$ cat src/rtl/vend_txn_ctrl.sv
// Vending machine transaction sequencer: coin credit, product selection, dispense and change handshakes.
// Optional per-product stock tracking is enabled by defining VEND_INVENTORY_EN.
//
// state    | meaning
// IDLE     | no credit, waiting for a coin
// CREDIT   | credit held, waiting for selection, more coins, cancel or timeout
// DISPENSE | disp_req asserted, waiting for disp_done
// CHANGE   | returning remaining credit one coin at a time
module vend_txn_ctrl #(
   parameter int CREDIT_W    = 6,
   parameter int CREDIT_MAX  = 40,
   parameter int PRICE_NEWS  = 5,
   parameter int PRICE_BAR   = 10,
   parameter int PRICE_JUICE = 15,
   parameter int TIMEOUT_CYC = 1000,
   parameter int STOCK_INIT  = 4
) (
   input  logic                clk,
   input  logic                reset,
   input  logic                coin_valid,
   input  logic [4:0]          coin_value,
   output logic                coin_accept,
   output logic                coin_reject,
   input  logic                sel_valid,
   input  logic [1:0]          sel_product,
   output logic                sel_nack,
   input  logic                cancel,
   output logic                disp_req,
   output logic [1:0]          disp_product,
   input  logic                disp_done,
   output logic                chg_valid,
   output logic [4:0]          chg_coin,
   input  logic                chg_ack,
   output logic [CREDIT_W-1:0] credit,
   output logic                busy,
   output logic [2:0]          sold_out
);

   localparam logic [1:0] ST_IDLE     = 2'd0;
   localparam logic [1:0] ST_CREDIT   = 2'd1;
   localparam logic [1:0] ST_DISPENSE = 2'd2;
   localparam logic [1:0] ST_CHANGE   = 2'd3;

   localparam int TMO_W = $clog2(TIMEOUT_CYC + 1);
   localparam logic [TMO_W-1:0]    TMO_LOAD   = TMO_W'(TIMEOUT_CYC);
   localparam logic [TMO_W-1:0]    TMO_ONE    = TMO_W'(1);
   localparam logic [CREDIT_W:0]   CREDIT_CAP = (CREDIT_W + 1)'(CREDIT_MAX);
   localparam logic [CREDIT_W-1:0] CREDIT_10  = CREDIT_W'(10);

   logic [1:0]          state_q, state_d;
   logic [CREDIT_W-1:0] credit_q, credit_d;
   logic [TMO_W-1:0]    tmo_q, tmo_d;
   logic                coin_accept_q, coin_accept_d;
   logic                coin_reject_q, coin_reject_d;
   logic                sel_nack_q, sel_nack_d;
   logic                disp_req_q, disp_req_d;
   logic [1:0]          disp_product_q, disp_product_d;
   logic                chg_valid_q, chg_valid_d;
   logic [4:0]          chg_coin_q, chg_coin_d;
   logic                busy_q, busy_d;

   logic                coin_legal;
   logic                coin_ok;
   logic [CREDIT_W:0]   credit_sum;
   logic [CREDIT_W-1:0] sel_price;
   logic                sel_code_ok;
   logic                sel_in_stock;
   logic                sel_ok;

   assign coin_legal = (coin_value == 5'd5) || (coin_value == 5'd10) || (coin_value == 5'd20);
   assign credit_sum = {1'b0, credit_q} + (CREDIT_W + 1)'(coin_value);
   assign coin_ok    = coin_legal && (credit_sum <= CREDIT_CAP);

   always_comb begin
      sel_price   = '0;
      sel_code_ok = 1'b1;
      case (sel_product)
         2'b01:   sel_price = CREDIT_W'(PRICE_NEWS);
         2'b10:   sel_price = CREDIT_W'(PRICE_BAR);
         2'b11:   sel_price = CREDIT_W'(PRICE_JUICE);
         default: sel_code_ok = 1'b0;
      endcase
   end

   assign sel_ok = sel_code_ok && sel_in_stock && (credit_q >= sel_price);

`ifdef VEND_INVENTORY_EN
   // Index 0 newspaper, 1 bar, 2 juice.
   logic [2:0][2:0] stock_q, stock_d;

   always_comb begin
      sel_in_stock = 1'b0;
      case (sel_product)
         2'b01:   sel_in_stock = (stock_q[0] != 3'd0);
         2'b10:   sel_in_stock = (stock_q[1] != 3'd0);
         2'b11:   sel_in_stock = (stock_q[2] != 3'd0);
         default: sel_in_stock = 1'b0;
      endcase
   end

   always_comb begin
      stock_d = stock_q;
      if ((state_q == ST_DISPENSE) && disp_done) begin
         case (disp_product_q)
            2'b01:   if (stock_q[0] != 3'd0) stock_d[0] = stock_q[0] - 3'd1;
            2'b10:   if (stock_q[1] != 3'd0) stock_d[1] = stock_q[1] - 3'd1;
            2'b11:   if (stock_q[2] != 3'd0) stock_d[2] = stock_q[2] - 3'd1;
            default: stock_d = stock_q;
         endcase
      end
   end

   always_ff @(posedge clk) begin
      if (reset) begin
         stock_q <= {3{3'(STOCK_INIT)}};
      end else begin
         stock_q <= stock_d;
      end
   end

   assign sold_out = {stock_q[2] == 3'd0, stock_q[1] == 3'd0, stock_q[0] == 3'd0};
`else
   logic [2:0] stock_unused;
   assign stock_unused = 3'(STOCK_INIT);
   assign sel_in_stock = 1'b1;
   assign sold_out     = 3'b000;
`endif

   always_comb begin
      state_d        = state_q;
      credit_d       = credit_q;
      tmo_d          = tmo_q;
      disp_product_d = disp_product_q;
      coin_accept_d  = 1'b0;
      coin_reject_d  = 1'b0;
      sel_nack_d     = 1'b0;
      case (state_q)
         ST_IDLE: begin
            if (coin_valid) begin
               if (coin_ok) begin
                  coin_accept_d = 1'b1;
                  credit_d      = credit_sum[CREDIT_W-1:0];
                  tmo_d         = TMO_LOAD;
                  state_d       = ST_CREDIT;
               end else begin
                  coin_reject_d = 1'b1;
               end
            end
         end
         ST_CREDIT: begin
            if (cancel) begin
               coin_reject_d = coin_valid;
               state_d       = ST_CHANGE;
            end else if (sel_valid) begin
               coin_reject_d = coin_valid;
               tmo_d         = TMO_LOAD;
               if (sel_ok) begin
                  credit_d       = credit_q - sel_price;
                  disp_product_d = sel_product;
                  state_d        = ST_DISPENSE;
               end else begin
                  sel_nack_d = 1'b1;
               end
            end else if (coin_valid && coin_ok) begin
               coin_accept_d = 1'b1;
               credit_d      = credit_sum[CREDIT_W-1:0];
               tmo_d         = TMO_LOAD;
            end else begin
               // A rejected coin does not count as activity for the refund timer.
               coin_reject_d = coin_valid;
               if (tmo_q <= TMO_ONE) begin
                  state_d = ST_CHANGE;
               end else begin
                  tmo_d = tmo_q - TMO_ONE;
               end
            end
         end
         ST_DISPENSE: begin
            coin_reject_d = coin_valid;
            if (disp_done) begin
               disp_product_d = 2'b00;
               state_d        = (credit_q != '0) ? ST_CHANGE : ST_IDLE;
            end
         end
         default: begin
            coin_reject_d = coin_valid;
            if (chg_ack) begin
               credit_d = credit_q - CREDIT_W'(chg_coin_q);
               if (credit_d == '0) state_d = ST_IDLE;
            end
         end
      endcase

      disp_req_d  = (state_d == ST_DISPENSE);
      chg_valid_d = (state_d == ST_CHANGE);
      chg_coin_d  = 5'd0;
      if (chg_valid_d) chg_coin_d = (credit_d >= CREDIT_10) ? 5'd10 : 5'd5;
      busy_d      = (state_d != ST_IDLE);
   end

   always_ff @(posedge clk) begin
      if (reset) begin
         state_q        <= ST_IDLE;
         credit_q       <= '0;
         tmo_q          <= '0;
         coin_accept_q  <= 1'b0;
         coin_reject_q  <= 1'b0;
         sel_nack_q     <= 1'b0;
         disp_req_q     <= 1'b0;
         disp_product_q <= 2'b00;
         chg_valid_q    <= 1'b0;
         chg_coin_q     <= 5'd0;
         busy_q         <= 1'b0;
      end else begin
         state_q        <= state_d;
         credit_q       <= credit_d;
         tmo_q          <= tmo_d;
         coin_accept_q  <= coin_accept_d;
         coin_reject_q  <= coin_reject_d;
         sel_nack_q     <= sel_nack_d;
         disp_req_q     <= disp_req_d;
         disp_product_q <= disp_product_d;
         chg_valid_q    <= chg_valid_d;
         chg_coin_q     <= chg_coin_d;
         busy_q         <= busy_d;
      end
   end

   assign coin_accept  = coin_accept_q;
   assign coin_reject  = coin_reject_q;
   assign sel_nack     = sel_nack_q;
   assign disp_req     = disp_req_q;
   assign disp_product = disp_product_q;
   assign chg_valid    = chg_valid_q;
   assign chg_coin     = chg_coin_q;
   assign credit       = credit_q;
   assign busy         = busy_q;

endmodule

$ cat config.mk
export PLATFORM = sky130hd
export DESIGN_NAME = vend_txn_ctrl
export DESIGN_NICKNAME = d
export VERILOG_FILES = /design/src/rtl/vend_txn_ctrl.sv
export SDC_FILE = /design/constraint.sdc
export NUM_CORES = 1
export LEC_CHECK = 0
export BUFFER_PORTS_ARGS = -buffer_cell sky130_fd_sc_hd__buf_2
export CORE_MARGIN = 10
export CORE_UTILIZATION = 62
export CTS_CLUSTER_DIAMETER = 30
export DETAILED_ROUTE_END_ITERATION = 16
export GPL_TIMING_DRIVEN = 0
export PLACE_DENSITY = 0.9
export SYNTH_ARGS = -nofsm -noshare
export SYNTH_HDL_FRONTEND = slang
export SYNTH_SLANG_ARGS = --single-unit
$ cat constraint.sdc
create_clock -name clk -period 4.38 [get_ports clk]
set_input_delay 0.438 -clock clk [delete_from_list [all_inputs] [get_ports clk]]
set_output_delay 0.438 -clock clk [all_outputs]
set_load 0.05 [all_outputs]
==> impl_metrics.env, run 1 <==
export IMPL_synth_cells=308
export IMPL_ios=36
export IMPL_core_area_um2=3740
export IMPL_fin_nets=377
export IMPL_clk_latency_ns=0.29
export IMPL_p_comb_share_pct=53.1
export IMPL_cap_violations=0
export IMPL_drc_errors=0
export IMPL_grt_overflow=0
export IMPL_cts_buffer_depth=2
export IMPL_cts_num_sinks=28
export IMPL_avgSynthCellArea_um2=7.96
export IMPL_synthArstFlopShare_pct=0
export IMPL_track_usage_pct=18.9
export IMPL_cp_required_ns=4.56
export IMPL_switchingPower_uw=509
export IMPL_clock_power_share_pct=18.4
export IMPL_leakage_uw=0.00113
export IMPL_power_density_nw_per_um2=412
export IMPL_synth_edff_count=0
export IMPL_n_antenna_cell=0
export IMPL_synth_cell_types=67
export IMPL_routed_wl_um=6900
export IMPL_die_area_um2=6870
export IMPL_setup_viol=0
export IMPL_netlist_area_um2=2450
export IMPL_fmax_mhz=278
export IMPL_initial_core_util_pct=65.5
export IMPL_wl_per_cell_um=17.6
export IMPL_cts_root_buffer="clkbuf_8"
export IMPL_arrival_ns=3.77
export IMPL_htree_num_levels=1
export IMPL_grt_pass1_wl_um=11400
export IMPL_ys_seq_area_share_pct=22.9
export IMPL_fin_tns_setup_ns=0
export IMPL_swShare_pct=45.1
export IMPL_slew_headroom_pct=48.9
export IMPL_fp_dieW_um=82.9
export IMPL_ys_flop_type="dfxtp_1"
export IMPL_grt_start_max_net_pins=17
export IMPL_drt_vias_per_instance=6.60
export IMPL_fin_crit_sh_pct=82.1
export IMPL_dieHeight_um=82.9
export IMPL_post_route_min_period_ns=3.60
export IMPL_grt_pass1_vias=2500
export IMPL_num_vias=2586
export IMPL_cts_buffers=3
export IMPL_end_kind="flip-flop"
export IMPL_pwr_share_seq_pct=28.5
export IMPL_area_delta_synth_final_pct=11.7
export IMPL_finalPower_uw=1130
export IMPL_path_clk_slew_ns=0.10
export IMPL_ys_ff_latch=28
export IMPL_gp_congestion=0.970
export IMPL_cts_tree="yes"
export IMPL_worst_pin_slew_ns=0.762
export IMPL_critPathMaxFanout=11
export IMPL_yosysWarnings=0
export IMPL_first_pass_iters=6
export IMPL_post_cts_buffers=0
export IMPL_portBuffers=29
export IMPL_cts_hold_buf=0
export IMPL_whs_path_depth=3
export IMPL_rows=22
export IMPL_hold_class="in -> reg"
export IMPL_ir_drop_mv=0.225
export IMPL_drtIter0Drc=260
export IMPL_dp_hpwl_um=5240
export IMPL_rsz0062_at_grt="no"
export IMPL_ant_nets=0
export IMPL_worstSetupStartpointType="flip-flop"
export IMPL_grt_antenna_before_repair=0
export IMPL_reg2reg_depth=10
export IMPL_layout_drive_gt1_share_pct=17.2
export IMPL_report_final_hold_viol_count=0
export IMPL_status="completed"
export IMPL_cts_repair_resized=0
export IMPL_final_setup_skew_ns=0.00561
export IMPL_slew_viol_final=0
export IMPL_internal_power_uw=619
export IMPL_path_class="reg -> reg"
## registers in the layout (all words and copies together) (netlist names), 2 cells and up
| signal | flops |
|---|---|
| disp_product | 2 |
| chg_coin | 2 |
| tmo_q | 10 |
| credit | 6 |
| state_q | 2 |
## critical path: stages (launching register included)
cell and delay (ns):
dfxtp_1 0.64, ha_1 0.34, a211oi_1 0.37, nor2_1 0.14, o311a_2 0.44, a21o_4 0.22, buf_6 0.15, nand2_4 0.10
nor4b_2 0.55, a21oi_1 0.19, a311oi_1 0.34
## synthesized netlist by cell type (3+ instances only)
cell	instances	area (um^2)
ha_1	15	188
buf_4	6	45.0
inv_1	18	67.6
nand2_1	21	78.8
nor2b_1	4	25.0
clkbuf_1	9	33.8
fa_1	3	60.1
xor2_1	4	35.0
and3_1	4	25.0
nand4_1	4	25.0
a311oi_1	11	96.3
a31oi_1	4	25.0
a21o_1	4	30.0
o21ai_1	3	15.0
nor4_1	4	25.0
buf_6	3	33.8
dfxtp_1	28	561
o32ai_1	3	26.3
nor3_1	10	50.1
a21oi_1	25	125
o21ai_0	13	65.1
nor2_1	32	120
nand2b_1	7	43.8
o22ai_1	5	31.3
a211oi_1	5	37.5
xnor2_1	4	35.0
## placed cells by master (no fill, tap or decap), drive strengths merged, types with 11 or more instances in the layout
cell / count
o21ai: 16
clkbuf: 12
dfxtp: 28
buf: 39
a311oi: 11
ha: 15
nor3: 11
nor2: 34
inv: 18
nand2: 22
a21oi: 25
## path summary, 6_finish.rpt
path                   start          end  slack, ns
setup / recovery   credit[1]     tmo_q[4]       0.78
hold / removal    coin_valid  coin_reject       0.41
setup reg to reg   credit[1]     tmo_q[4]       0.78
hold reg to reg     tmo_q[9]     tmo_q[9]       0.50
## layout make-up
class,instances,area (um^2)
tap,48,60.1
clock buffer,3,41.3
multi-input combinational,244,1710
sequential,28,561
buffer,19,116
clock inverter,1,30.0
inverter,20,75.1
timing repair buffer,29,145
fill,305,1000
## per-layer routing
| layer | track usage [%] | vias to the layer above | wire length [um] |
|---|---|---|---|
| met5 | 0 | - | 0 |
| met4 | 9.23 | 0 | 223 |
| met3 | 4.20 | 32 | 656 |
| met2 | 31.3 | 148 | 3200 |
| met1 | 22.3 | 1192 | 2820 |
| li1 | - | 1214 | - |
## cells by family (layout without fill, tap and decap cells)
group | after synthesis | in the layout | share of synthesized area [%]
and+or+nand+nor | 106 | 106 | 23.2
AOI/OAI and AO/OA | 104 | 104 | 31.3
buffers and inverters | 39 | 72 | 7.81
DFF | 28 | 28 | 22.9
adders and majority gates | 18 | 18 | 10.1
xor gates and xnor gates | 8 | 8 | 2.86
muxes | 4 | 4 | 1.73
other | 1 | 4 | 0.153
## power by group through the flow
| stage | registers (uW) | logic, uW | clock network, uW |
|---|---|---|---|
| 6_report | 321 | 599 | 207 |
| 5_1_grt | 325 | 649 | 217 |
| 4_1_cts | 320 | 585 | 207 |
| 3_5_place_dp | 325 | 580 | 0 |
| 3_3_place_gp | 324 | 564 | 0 |
| 2_1_floorplan | 371 | 407 | 0 |
## through the flow
stage                     cells  hold slack, ns  setup slack [ns]  utilization (%)  instance area (um^2)
final                       392           0.406             0.785             73.2                  2740
after floorplan             311           0.449              1.14                -                  2460
after detailed placement    388           0.479             0.795             71.3                  2670
after global routing        392           0.406             0.572             73.2                  2740
after CTS                   392           0.407             0.773             73.2                  2740
after global placement      388           0.466             0.901             71.3                  2670
(Power assumes the default switching activity.)
==> run 2: changes to the inputs <==
Settings changed: CORE_UTILIZATION 62 to 52, PLACE_DENSITY 0.9 to 0.81.
Clock period 4.38 ns to 3.3 ns, I/O delays scaled along.
==> run 2 against run 1 <==
Effect of this change:
- critical path depth shrank 1
- clock power increased by 35%
- final cell count increased by 2.6%
- total power is 36% higher
- sequential share of layout area is 0.70 points lower
- largest cell class unchanged
==> impl_metrics.env, run 2 (synthesized netlist as in run 1, its figures left out) <==
export IMPL_max_stage_delay_ns=0.50
export IMPL_largest_reg_flops=10
export IMPL_hold_class="in -> reg"
export IMPL_ant_nets=0
export IMPL_track_usage_pct=17.8
export IMPL_drt_vias_per_instance=6.36
export IMPL_stdcell_area_um2=2840
export IMPL_clk_latency_ns=0.29
export IMPL_multiInputGateArea_um2=1760
export IMPL_worst_pin_slew_ns=0.627
export IMPL_fin_nets=383
export IMPL_grt_overflow=0
export IMPL_drtIter0Drc=321
export IMPL_htree_num_levels=1
export IMPL_final_setup_skew_ns=0.00229
export IMPL_crit_end="tmo_q[5]"
export IMPL_first_pass_iters=6
export IMPL_cp_startpoint="credit[1]"
export IMPL_dieHeight_um=88.7
export IMPL_rows=24
export IMPL_cap_violations=0
export IMPL_fin_cells=402
export IMPL_mostFrequentLayoutCell="nor2_1"
export IMPL_core_area_um2=4470
export IMPL_area_delta_synth_final_pct=16.0
export IMPL_drc_errors=0
export IMPL_cts_root_buffer="clkbuf_8"
export IMPL_worstSetupStartpointType="flip-flop"
export IMPL_fin_crit_sh_pct=99.7
export IMPL_fin_tns_setup_ns=0
export IMPL_cts_buffer_depth=2
export IMPL_grt_pass1_vias=2383
export IMPL_ios=36
export IMPL_final_util_pct=63.6
export IMPL_path_clk_slew_ns=0.10
export IMPL_fmax_mhz=304
export IMPL_path_class="reg -> reg"
export IMPL_critPathMaxFanout=11
export IMPL_placed_cells=392
export IMPL_regToRegEndpoint="tmo_q[5]"
export IMPL_dp_hpwl_um=5150
export IMPL_slew_viol_final=0
export IMPL_setup_viol=0
export IMPL_fp_dieW_um=88.7
export IMPL_top_usage_layer="met2"
export IMPL_status="completed"
export IMPL_n_antenna_cell=0
export IMPL_power_density_nw_per_um2=541
export IMPL_cts_num_sinks=28
export IMPL_arrival_ns=3.47
export IMPL_report_final_hold_viol_count=0
export IMPL_worst_r2r_setup_slack_ns=0.009
export IMPL_cts_tree="yes"
export IMPL_rr_startpoint="credit[1]"
export IMPL_use_met3_pct=4.50
export IMPL_wl_per_cell_um=17.2
export IMPL_grt_util_met1_pct=22.9
export IMPL_regArea_um2=562
export IMPL_finalPower_uw=1540
export IMPL_cts_buffers=3
export IMPL_num_vias=2557
export IMPL_portBuffers=29
export IMPL_cp_required_ns=3.48
export IMPL_slowest_stage="dfxtp_2"
export IMPL_grt_antenna_before_repair=0
export IMPL_worstPathCellList="ha_1 > a211oi_1 > nor2_1 > o311a_2 > a21o_4 > a2111oi_4 > nor4b_4 > buf_4 > a311oi_1"
export IMPL_reg2reg_depth=9
export IMPL_post_route_min_period_ns=3.29
export IMPL_grt_pass1_wl_um=11300
export IMPL_layout_drive_gt1_share_pct=20.3
export IMPL_end_kind="flip-flop"
export IMPL_die_area_um2=7860
export IMPL_met2_usage_pct=27.9
export IMPL_routed_wl_um=6910
export IMPL_grt_start_max_net_pins=17
export IMPL_slew_headroom_pct=58.2
export IMPL_ir_drop_mv=0.381
export IMPL_fillers=380
export IMPL_leakage_uw=0.00118
export IMPL_cts_hold_buf=0
export IMPL_gp_congestion=0.969
export IMPL_initial_core_util_pct=54.8
export IMPL_rsz0062_at_grt="yes"
export IMPL_layout_common_cells="nor2_1 (32), buf_2 (29), dfxtp_1 (27), a21oi_1 (25), nand2_1 (21)"
export IMPL_largest_register="tmo_q"
export IMPL_dpl_instance_area_um2=2670
-- run 2: through the flow --
| step | hold WS (ns) | worst slack [ns] |
|---|---|---|
| global route | 0.272 | -0.0465 |
| detailed placement | 0.468 | -0.177 |
| CTS | 0.268 | 0.0266 |
| global placement | 0.467 | -0.0792 |
| floorplan | 0.402 | 0.0639 |
| finish | 0.277 | 0.00884 |
-- run 2: final cells by class --
cell class | count | area share [%]
buffer | 19 | 4.09
clock buffer | 3 | 1.45
clock inverter | 1 | 1.06
inverter | 20 | 2.64
multi-input combinational | 244 | 62.0
sequential | 28 | 19.8
tap | 52 | 2.29
timing repair buffer | 35 | 6.69
-- run 2: worst min-delay path by stage --
stage | from | endpoint | slack, ns | depth (start not counted)
after floorplan | reset | credit[4] | 0.40 | 1
after global placement | tmo_q[9] | tmo_q[9] | 0.47 | 1
after detailed placement | tmo_q[9] | tmo_q[9] | 0.47 | 1
after CTS | coin_valid | coin_reject | 0.27 | 3
after global routing | coin_valid | coin_reject | 0.27 | 3
final | coin_valid | coin_reject | 0.28 | 3
-- run 2: routing by layer --
metal / vias to the layer above / share of wire, %
li1: 1228 / -
met1: 1159 / 42
met2: 144 / 44
met3: 26 / 11
met4: 0 / 3.2
met5: - / 0
-- run 2: what timing repair did --
item	in CTS	in global routing
resized for setup	4	6
setup buffers	0	6
setup endpoints to repair	12	14
pin swaps	1	4
cloned	0	0
-- run 2: report_power, final --
| part | switching [uW] | total [uW] | internal [uW] |
|---|---|---|---|
| Combinational | 529 | 833 | 303 |
| Clock | 118 | 280 | 163 |
| Sequential | 48.2 | 426 | 378 |
-- run 2: worst max-delay path: cells and delay by family, from the launching register on --
family	cells	cell delay (ns)
compound gates	5	1.93
fa+ha+maj	1	0.30
buf+inv	1	0.17
flops	1	0.50
simple gates	2	0.29
==> run 3: changes to the inputs <==
Settings changed: CORE_ASPECT_RATIO set to 1.1.
==> run 3 against run 2 <==
Effect of this change:
- sequential power about the same
- worst hold slack improved by 0.018 ns
- final cell count up 0.25%
- fmax grew 2.0%
- die area about the same
- register-to-register slack improved by 0.06 ns
- routed wire length grew 4.7%
- count of clock-buffer cells in the layout unchanged
- global-route usage down 1.0 points
- non-clock buffer count fell by 3
- critical path type unchanged
- largest power group unchanged
- highest routed layer unchanged
==> impl_metrics.env, run 3 (synthesized netlist as in run 1, its figures left out) <==
export IMPL_slew_headroom_pct=54.2
export IMPL_setup_viol=0
export IMPL_fin_nets=380
export IMPL_cts_root_buffer="clkbuf_8"
export IMPL_portBuffers=29
export IMPL_arrival_ns=3.42
export IMPL_cts_buffers=3
export IMPL_end_kind="flip-flop"
export IMPL_dp_hpwl_um=5110
export IMPL_dpl_instance_area_um2=2680
export IMPL_fmax_mhz=310
export IMPL_largest_register="tmo_q"
export IMPL_rows=26
export IMPL_slew_viol_final=0
export IMPL_top_usage_layer="met2"
export IMPL_drc_errors=0
export IMPL_cap_violations=0
export IMPL_max_stage_delay_ns=0.44
export IMPL_dieHeight_um=92.0
export IMPL_grt_antenna_before_repair=0
export IMPL_hold_start="coin_valid"
export IMPL_whs_path_depth=3
export IMPL_largest_reg_flops=10
export IMPL_met2_usage_pct=26.4
export IMPL_slowest_stage="fa_1"
export IMPL_post_route_min_period_ns=3.23
export IMPL_pwr_share_seq_pct=27.6
export IMPL_mostFrequentLayoutCell="nor2_1"
export IMPL_use_met3_pct=4.69
export IMPL_fillers=404
export IMPL_stdcell_area_um2=2850
export IMPL_drt_vias_per_instance=6.52
export IMPL_layout_drive_gt1_share_pct=20.5
export IMPL_path_clk_slew_ns=0.10
export IMPL_critPathMaxFanout=10
export IMPL_initial_core_util_pct=53.1
export IMPL_area_delta_synth_final_pct=16.1
export IMPL_fin_hold_ws_ns=0.296
export IMPL_hold_class="in -> reg"
export IMPL_grt_pass1_vias=2440
export IMPL_final_setup_skew_ns=0.00431
export IMPL_ir_drop_mv=0.336
export IMPL_crit_top_cell="a211oi_2"
export IMPL_leakage_uw=0.00117
export IMPL_cp_required_ns=3.49
export IMPL_switchingPower_uw=699
export IMPL_worst_r2r_setup_slack_ns=0.07
export IMPL_die_area_um2=7870
export IMPL_ios=36
export IMPL_worstPathCellList="ha_1 > fa_1 > a211oi_2 > nor2_1 > xnor2_2 > a21o_4 > buf_6 > a21oi_1 > o41a_1 > a211o_1 > a211oi_2"
export IMPL_grt_pass1_wl_um=11400
export IMPL_routed_wl_um=7240
export IMPL_cts_hold_buf=0
export IMPL_regToRegEndpoint="chg_coin[1]"
export IMPL_path_class="reg -> reg"
export IMPL_clk_latency_ns=0.28
export IMPL_reg2reg_depth=11
export IMPL_grt_overflow=0
export IMPL_worstSetupStartpointType="flip-flop"
export IMPL_p_comb_share_pct=54.5
export IMPL_cts_num_sinks=28
export IMPL_cts_buffer_depth=2
export IMPL_first_pass_iters=7
export IMPL_grt_util_met1_pct=20.7
export IMPL_swShare_pct=45.2
export IMPL_worst_pin_slew_ns=0.688
export IMPL_internal_power_uw=847
export IMPL_rr_startpoint="credit[0]"
export IMPL_grt_start_max_net_pins=17
export IMPL_layout_common_cells="nor2_1 (32), buf_2 (29), dfxtp_1 (26), a21oi_1 (25), nand2_1 (21)"
export IMPL_fp_dieW_um=85.5
export IMPL_power_density_nw_per_um2=543
export IMPL_status="completed"
export IMPL_drtIter0Drc=303
export IMPL_fin_crit_sh_pct=97.8
export IMPL_wl_per_cell_um=18.0
export IMPL_holdPathEnd="coin_reject"
export IMPL_htree_num_levels=1
export IMPL_core_area_um2=4620
export IMPL_gp_congestion=0.946
export IMPL_num_vias=2626
export IMPL_n_antenna_cell=0
export IMPL_report_final_hold_viol_count=0
export IMPL_ant_nets=0
export IMPL_cts_tree="yes"
export IMPL_clock_power_share_pct=17.9
export IMPL_track_usage_pct=16.8
[run 3: changes by cell type in the layout (fill, tap and decap cells not counted), sizes merged]
cell / change
buf: -3
[run 3: critical path, delay by kind of cell, from the launching register on]
family | cells | cell delay, ns
adders and majority gates | 2 | 0.67
DFF | 1 | 0.37
and+or+nand+nor | 1 | 0.12
buffers and inverters | 1 | 0.16
AOI/OAI and AO/OA | 6 | 1.56
xor gates and xnor gates | 1 | 0.25
[run 3: metrics by stage]
step	setup WS, ns	utilization, %	total power, uW	setup TNS [ns]	std cells
after global routing	-0.0569	61.6	1640	-0.129	403
after detailed placement	-0.134	58.0	1200	-1.03	396
after CTS	0.0223	60.2	1480	0	400
after global placement	-0.0683	58.0	1180	-0.359	396
after floorplan	0.0639	-	1030	0	311
final	0.0737	61.6	1550	0	403
[run 3: cell type report]
cell class / count / area, um^2 / area share [%]
Sequential cell: 28 / 563 / 19.8
Inverter: 20 / 75.1 / 2.64
Buffer: 19 / 116 / 4.09
Clock buffer: 3 / 41.3 / 1.45
Tap cell: 56 / 70.1 / 2.46
Multi-Input combinational cell: 244 / 1770 / 62.2
Timing Repair Buffer: 32 / 180 / 6.33
Clock inverter: 1 / 30.0 / 1.05
[run 3: worst max path at each step]
stage	start	endpoint	depth (start not counted)	slack, ns
final	credit[0]	chg_coin[1]	11	0.07
after global placement	coin_value[0]	chg_coin[2]	12	-0.07
after floorplan	credit[1]	chg_coin[2]	9	0.06
after CTS	credit[0]	chg_coin[1]	11	0.02
after detailed placement	coin_value[0]	tmo_q[2]	11	-0.13
after global routing	credit[1]	tmo_q[9]	9	-0.06
[run 3: layer usage]
metal / wire, um / share of wire (%)
met1: 2940 / 41
met2: 3280 / 45
met3: 788 / 11
met4: 233 / 3.2
met5: 0 / 0
[run 3: what timing repair did]
action                                  4_1_cts  5_1_grt
gates resized for setup                       6        7
pin swaps                                     0        3
endpoints found under the setup margin       11       14
buffers inserted                              0        3
[run 3: power by group through the flow]
stage / Combinational, uW / Clock (uW) / Sequential [uW]
floorplan: 540 / 0 / 493
global placement: 754 / 0 / 431
detailed placement: 764 / 0 / 431
CTS: 781 / 276 / 424
global route: 917 / 289 / 432
finish: 842 / 277 / 426
